<file path="config.mk">
export PLATFORM = sky130hd
export DESIGN_NAME = sdram_write_burst_fifo_flat
export DESIGN_NICKNAME = d
export VERILOG_FILES = /design/src/rtl/sdram_write_burst_fifo_pkg.sv /design/src/rtl/sdram_write_burst_fifo_if.sv /design/src/rtl/sdram_write_burst_fifo_ram.sv /design/src/rtl/sdram_write_burst_fifo.sv /design/src/flat_wrapper.sv
export SDC_FILE = /design/constraint.sdc
export NUM_CORES = 1
export LEC_CHECK = 0
export CAP_MARGIN = 0
export CORE_ASPECT_RATIO = 0.5
export CORE_MARGIN = 1.5
export CORE_UTILIZATION = 66
export CTS_CLUSTER_DIAMETER = 60
export DETAILED_ROUTE_END_ITERATION = 8
export PLACE_DENSITY = 0.87
export SYNTH_ARGS = -nofsm -noshare
export SYNTH_HDL_FRONTEND = slang
export SYNTH_HIERARCHICAL = 1
export SYNTH_SLANG_ARGS = --single-unit
</file>
<file path="constraint.sdc">
create_clock -name clock -period 10.2 [get_ports clock]
set_input_delay 2.04 -clock clock [delete_from_list [all_inputs] [get_ports clock]]
set_output_delay 2.04 -clock clock [all_outputs]
set_load 0.01 [all_outputs]
</file>
<file path="src/rtl/sdram_write_burst_fifo_pkg.sv">
// Shared types and widths for the SDRAM write burst FIFO.
// Imported by the RAM, the interface and the top level.
package sdram_wr_pkg;

  localparam int DATA_W       = 16;
  localparam int DEPTH        = 64;
  localparam int PTR_W        = 6;
  localparam int BURST_LEN    = 8;
  localparam int SDRAM_ADDR_W = 24;
  localparam int BURST_LEN_W  = 4;

  typedef enum logic [1:0] {
    IDLE,
    REQ,
    XFER
  } state_t;

  typedef logic [DATA_W-1:0]       word_t;
  typedef logic [SDRAM_ADDR_W-1:0] addr_t;
  typedef logic [BURST_LEN_W-1:0]  blen_t;
  typedef logic [PTR_W-1:0]        ptr_t;
  typedef logic [PTR_W:0]          cnt_t;

endpackage

</file>
<file path="src/rtl/sdram_write_burst_fifo_if.sv">
// Controller-side burst handshake of the write burst FIFO.
// The FIFO is the slave; the SDRAM controller is the master.
interface sdram_write_burst_fifo_if;
  import sdram_wr_pkg::*;

  logic  burst_req;
  addr_t burst_addr;
  blen_t burst_len;
  logic  burst_ack;
  logic  word_rd;
  word_t q;
  logic  burst_done;

  modport slave (
    output burst_req,
    output burst_addr,
    output burst_len,
    output q,
    output burst_done,
    input  burst_ack,
    input  word_rd
  );

  modport master (
    input  burst_req,
    input  burst_addr,
    input  burst_len,
    input  q,
    input  burst_done,
    output burst_ack,
    output word_rd
  );

endinterface

</file>
<file path="src/rtl/sdram_write_burst_fifo_ram.sv">
// Simple dual-port word store with a registered head output.
// A write to the slot being read is forwarded to the output.
module sdram_wr_ram
  import sdram_wr_pkg::*;
(
  input  logic  clock,
  input  logic  aclr,
  input  logic  we,
  input  ptr_t  waddr,
  input  word_t wdata,
  input  logic  re,
  input  ptr_t  raddr,
  output word_t rdata
);

  word_t mem [DEPTH];

  // array write port
  always_ff @(posedge clock) begin
    if (we) mem[waddr] <= wdata;
  end

  // head register: forward same-slot writes, else read on request
  always_ff @(posedge clock or posedge aclr) begin
    if (aclr) begin
      rdata <= '0;
    end else if (we && waddr == raddr) begin
      rdata <= wdata;
    end else if (re) begin
      rdata <= mem[raddr];
    end
  end

endmodule

</file>
<file path="src/rtl/sdram_write_burst_fifo.sv">
// Client word buffer presented to the SDRAM controller
// as address-tagged write bursts.
module sdram_write_burst_fifo
  import sdram_wr_pkg::*;
(
  input  logic  clock,
  input  logic  aclr,
  input  word_t data,
  input  logic  wrreq,
  output logic  full,
  output cnt_t  usedw,
  input  addr_t start_addr,
  input  logic  addr_load,
  input  logic  flush,
  output logic  overflow,
  output logic  underflow,
  sdram_write_burst_fifo_if.slave ctl
);

  localparam cnt_t  DEPTH_C = cnt_t'(DEPTH);
  localparam cnt_t  BL_C    = cnt_t'(BURST_LEN);
  localparam blen_t BL_B    = blen_t'(BURST_LEN);

  ptr_t   wr_ptr, rd_ptr, raddr;
  cnt_t   count_q, cnt_d;
  logic   full_q, wr_ok, pop;
  state_t state_q, state_d;
  addr_t  addr_q, addr_d;
  addr_t  baddr_q, baddr_d;
  blen_t  blen_q, blen_d;
  blen_t  rem_q, rem_d;
  logic   flush_q, flush_d;
  logic   done_q, done_d;
  logic   req_q;
  logic   ovf_q, udf_q;

  assign wr_ok = wrreq && !full_q;
  assign pop   = ctl.word_rd && state_q == XFER
              && count_q != '0;
  assign cnt_d = count_q + cnt_t'(wr_ok)
               - cnt_t'(pop);
  assign raddr = pop ? rd_ptr + ptr_t'(1) : rd_ptr;

  sdram_wr_ram u_ram (
    .clock (clock),
    .aclr  (aclr),
    .we    (wr_ok),
    .waddr (wr_ptr),
    .wdata (data),
    .re    (pop),
    .raddr (raddr),
    .rdata (ctl.q)
  );

  // pointers, occupancy and sticky error flags
  always_ff @(posedge clock or posedge aclr) begin
    if (aclr) begin
      wr_ptr  <= '0;
      rd_ptr  <= '0;
      count_q <= '0;
      full_q  <= 1'b0;
      ovf_q   <= 1'b0;
      udf_q   <= 1'b0;
    end else begin
      if (wr_ok) wr_ptr <= wr_ptr + ptr_t'(1);
      if (pop)   rd_ptr <= rd_ptr + ptr_t'(1);
      count_q <= cnt_d;
      full_q  <= cnt_d == DEPTH_C;
      if (wrreq && full_q)   ovf_q <= 1'b1;
      if (ctl.word_rd && !pop) udf_q <= 1'b1;
    end
  end

  // burst sequencing, address generation, flush tracking
  always_comb begin
    state_d = state_q;
    addr_d  = addr_q;
    baddr_d = baddr_q;
    blen_d  = blen_q;
    rem_d   = rem_q;
    done_d  = 1'b0;
    flush_d = flush_q;
    unique case (state_q)
      IDLE: begin
        if (addr_load) addr_d = start_addr;
        if (count_q >= BL_C) begin
          state_d = REQ;
          blen_d  = BL_B;
          baddr_d = addr_d;
        end else if (flush_q && count_q != '0) begin
          state_d = REQ;
          blen_d  = blen_t'(count_q);
          baddr_d = addr_d;
        end
      end
      REQ: begin
        if (ctl.burst_ack) begin
          state_d = XFER;
          rem_d   = blen_q;
        end
      end
      XFER: begin
        if (pop) begin
          rem_d = rem_q - blen_t'(1);
          if (rem_q == blen_t'(1)) begin
            state_d = IDLE;
            addr_d  = addr_q + addr_t'(blen_q);
            done_d  = 1'b1;
          end
        end
      end
      default: state_d = IDLE;
    endcase
    if (state_q != IDLE && state_d == IDLE
        && cnt_d == '0) flush_d = 1'b0;
    if (flush) flush_d = 1'b1;
  end

  // FSM and burst descriptor registers
  always_ff @(posedge clock or posedge aclr) begin
    if (aclr) begin
      state_q <= IDLE;
      addr_q  <= '0;
      baddr_q <= '0;
      blen_q  <= '0;
      rem_q   <= '0;
      flush_q <= 1'b0;
      done_q  <= 1'b0;
      req_q   <= 1'b0;
    end else begin
      state_q <= state_d;
      addr_q  <= addr_d;
      baddr_q <= baddr_d;
      blen_q  <= blen_d;
      rem_q   <= rem_d;
      flush_q <= flush_d;
      done_q  <= done_d;
      req_q   <= state_d == REQ;
    end
  end

  assign usedw          = count_q;
  assign full           = full_q;
  assign overflow       = ovf_q;
  assign underflow      = udf_q;
  assign ctl.burst_req  = req_q;
  assign ctl.burst_addr = baddr_q;
  assign ctl.burst_len  = blen_q;
  assign ctl.burst_done = done_q;

endmodule

</file>
<file path="src/flat_wrapper.sv">
// flat-port wrapper written by rule: the top's interface ports become plain ports
module sdram_write_burst_fifo_flat import sdram_wr_pkg::*;
  (clock, aclr, data, wrreq, full, usedw, start_addr, addr_load, flush, overflow, underflow, ctl_burst_req, ctl_burst_addr, ctl_burst_len, ctl_q, ctl_burst_done, ctl_burst_ack, ctl_word_rd);
  sdram_write_burst_fifo_if ctl_i ();
  input  logic clock;
  input  logic aclr;
  input  word_t data;
  input  logic wrreq;
  output logic full;
  output cnt_t usedw;
  input  addr_t start_addr;
  input  logic addr_load;
  input  logic flush;
  output logic overflow;
  output logic underflow;
  output wire logic [$bits(ctl_i.burst_req)-1:0] ctl_burst_req;
  output wire logic [$bits(ctl_i.burst_addr)-1:0] ctl_burst_addr;
  output wire logic [$bits(ctl_i.burst_len)-1:0] ctl_burst_len;
  output wire logic [$bits(ctl_i.q)-1:0] ctl_q;
  output wire logic [$bits(ctl_i.burst_done)-1:0] ctl_burst_done;
  input wire logic [$bits(ctl_i.burst_ack)-1:0] ctl_burst_ack;
  input wire logic [$bits(ctl_i.word_rd)-1:0] ctl_word_rd;
  assign ctl_burst_req = ctl_i.burst_req;
  assign ctl_burst_addr = ctl_i.burst_addr;
  assign ctl_burst_len = ctl_i.burst_len;
  assign ctl_q = ctl_i.q;
  assign ctl_burst_done = ctl_i.burst_done;
  assign ctl_i.burst_ack = ctl_burst_ack;
  assign ctl_i.word_rd = ctl_word_rd;
  sdram_write_burst_fifo u_core (.clock(clock), .aclr(aclr), .data(data), .wrreq(wrreq), .full(full), .usedw(usedw), .start_addr(start_addr), .addr_load(addr_load), .flush(flush), .overflow(overflow), .underflow(underflow), .ctl(ctl_i));
endmodule
</file>
==> results.ini <==
[global_routing]
grt_use_total_pct = 35.99
antenna_found_initial = 8
grt_max_degree = 124
grt_pass1_vias = 25100
grt-ovfl-total = 0
grt_pass1_wl_um = 178500

[sta]
tns_ps = 0
finalSetupViolCount = 0
finalMaxSlewViolations = 0
worst_pin_slew_ps = 1413
fin_hold_ws_ps = 465.8
period_needed_ps = 6851
min_period_over_period_pct = 67.16
relSlewSlack_pct = 5.801
hold_violations = 0
rsz0062_at_grt = no
fin_skew_ps = 38.59
fmax_mhz = 146.0

[logic_synthesis]
yosysWarnings = 6
ys_ff_latch = 1123
synth_nets = 2371
yosysTopAreaCell = edfxtp_1
ys_async_sr_fraction_pct = 8.816
avgSynthCellArea_um2 = 19.63
synth_top_area_share_pct = 68.04
syn_area_um2 = 45190
ys_seq_area_share_pct = 73.52
synth_edf_count = 1024
ys.flop_type = edfxtp_1
synth.most_common_cell = edfxtp_1
yosysUniqueCellTypes = 87
syn-instance-count = 2302
synth_area_leaders = edfxtp_1 (68%), mux4_2 (13%), dfrtp_1 (5.5%)
synthTopCellsByCount = edfxtp_1 (1,024), mux4_2 (257), nor2_1 (120)

[clocking]
clockBufferDepth = 3
cts_tree = built
root_buffer = clkbuf_16
clk_transition_reported_paths_ps = 70
cts_sinks = 1123
numCtsBuffers = 91
htreeDepth = 3
postCtsHoldBufs = 0
worstSkewPairLatency_ps = 680
cts_setup_buffers = 0
cts.repair.resized = 0

[drt]
dr_total_vias = 25570
firstDrtPassIters = 9
top_layer_used = met5
wl_per_cell_um = 36.00
wl_um = 123600
m1WireLength_um = 41190
antenna_left = 0
vias_per_cell = 7.446
wl_met3_um = 19070
drt_iter0_markers = 5127
met2WireLength_um = 56840
drc_errors = 90

[cells_and_area]
final_util_pct = 75.02
drive_gt1_share_pct = 22.38
nFillCells = 3329
seq_area_um2 = 33230
nets = 2533
multiInputGateArea_um2 = 11260
final_design_area_no_fill_um2 = 50500
layout.cells.non_filler = 3434
syn2layout_area_growth_pct = 11.74

[pwr]
seqPwrFrac_pct = 39.6
vdd_drop_max_mv = 0.3065
power_frac_comb_pct = 34.2
p_per_area_nw_per_um2 = 283.1
switching_share_pct = 33.43
leakage_nw = 16.40
power_switching_w = 0.004780
pwr-share-clk_pct = 26.2
p_int_w = 0.009517

[setup_path]
setup.worst_path.start = ctl_word_rd
critical_path_class = input port to register
setup.worst_path.start_class = input port
arrival_ps = 7410
rr_startpoint = u_core/usedw[3]$_DFF_PP0_
critPathMaxFanout = 64
cp.required_ps = 10760
crit_path_end_kind = register

[placed_design]
dpl.hpwl_um = 67320
port_buffers = 102
place.gp.congestion = 0.9416
dpl_cell_area_um2 = 47410
dpl.cell_count = 3268

[floorplan]
initial_core_util_pct = 67.14
die_y_um = 188.0
die_w_um = 373.1
core_area_um2 = 67320
ioPinCount = 103
die-area_um2 = 70150
num_rows = 67

[run_status]
violations = DRC
outcome = complete, but fails checks

[worst_hold_path]
hold_class = register to register
min_from = u_core/overflow$_DFFE_PP0P_

[flow_run]
drv_cap = 0

==> final cells by class <==
cell class              count  area share, %
clock buffers             109          4.727
inverters                  33         0.2577
diodes                      3        0.01487
well taps                 897          2.223
repair buffers            193          3.305
flip-flops and latches   1123          65.80
multi-input cells        1022          22.30
clock inverters            54          1.375
==> power by group through the flow <==
stage | Combinational [W] | Sequential (W) | Clock (W)
finish | 0.00489 | 0.00567 | 0.00374
floorplan | 0.00323 | 0.00564 | 0
global route | 0.00507 | 0.00568 | 0.00391
global placement | 0.00449 | 0.00571 | 0
detailed placement | 0.00462 | 0.00574 | 0
CTS | 0.00475 | 0.00565 | 0.00375
==> critical path, stage by stage <==
cell and delay [ps]:
clkdlybuf4s50_1 520, and3b_1 240, o21ai_4 140, inv_4 370, nand2_1 200, xnor2_2 880, buf_12 440, buf_4 510
mux4_2 380, nor2b_1 160, a211oi_1 830, a2111oi_0 230, a221o_1 350
==> worst paths after layout <==
kind / to / slack [ps] / depth (start not counted)
worst max-delay path: u_core/u_ram/rdata[15]$_DFFE_PP0P_ / 3350 / 13
worst min-delay path: u_core/overflow$_DFFE_PP0P_ / 470 / 1
worst max register to register: u_core/u_ram/rdata[15]$_DFFE_PP0P_ / 4590 / 14
worst min register to register: u_core/overflow$_DFFE_PP0P_ / 470 / 1
max in group asynchronous: u_core/full$_DFF_PP0_ / 7170 / 3
min in group asynchronous: u_core/wr_ptr[4]$_DFFE_PP0P_ / 1740 / 2
==> cell usage in the layout, fill, tap and decap left out, types with 10 or more instances in the layout <==
cell type and instances:
edfxtp_1 1024, mux4_2 257, nor2_1 114, mux2i_1 110, dfrtp_1 99, clkbuf_16 93
buf_4 87, clkdlybuf4s50_1 85, nand2_1 75, o21ai_0 50, inv_1 30, nor2b_1 27
mux2_2 26, a21oi_1 24, o22ai_1 24, ha_1 20, nand3_1 18, a211oi_1 18
buf_2 17, bufinv_16 16, clkbuf_1 16, clkinv_1 14, nor3b_1 14, clkinv_2 13
or3_1 12, nor3_1 11, a2111oi_0 11, o211a_1 11, o21ai_1 10
==> stage by stage <==
step	total power [W]	setup slack (ps)
2_1_floorplan	0.008872	5416
4_1_cts	0.01415	3709
3_3_place_gp	0.01020	3380
3_5_place_dp	0.01035	3204
6_report	0.01430	3349
5_1_grt	0.01465	3406
==> logic make-up (layout without fill, tap and decap cells) <==
| group | Yosys count | in the layout | synth area share [%] |
|---|---|---|---|
| AO/OA/AOI/OAI | 242 | 242 | 3.920 |
| adder cells (fa/ha/maj) | 22 | 22 | 0.6423 |
| other | 0 | 3 | 0 |
| XOR/XNOR | 19 | 19 | 0.3682 |
| multiplexers | 394 | 394 | 15.92 |
| flip-flops | 1123 | 1123 | 73.52 |
| buffers and inverters | 157 | 389 | 1.772 |
| AND/OR/NAND/NOR | 345 | 345 | 3.862 |
==> routing by layer <==
| layer | GRT usage (%) | up-vias |
|---|---|---|
| met3 | 11.26 | 465 |
| met4 | 15.20 | 8 |
| met2 | 54.75 | 2532 |
| met1 | 49.15 | 12820 |
| met5 | 0 | - |
| li1 | - | 9745 |
==> flip-flops by register name, indices dropped and copies added, names as in the netlist, 6 cells and up <==
signal	cells
u_core/u_ram/rdata	16
u_core/usedw	7
u_core/addr_q	24
u_core/ctl.burst_addr	24
u_core/rd_ptr	6
u_core/wr_ptr	6
u_core/u_ram/mem	1024
No activity file was read; power rests on OpenSTA's default activity.
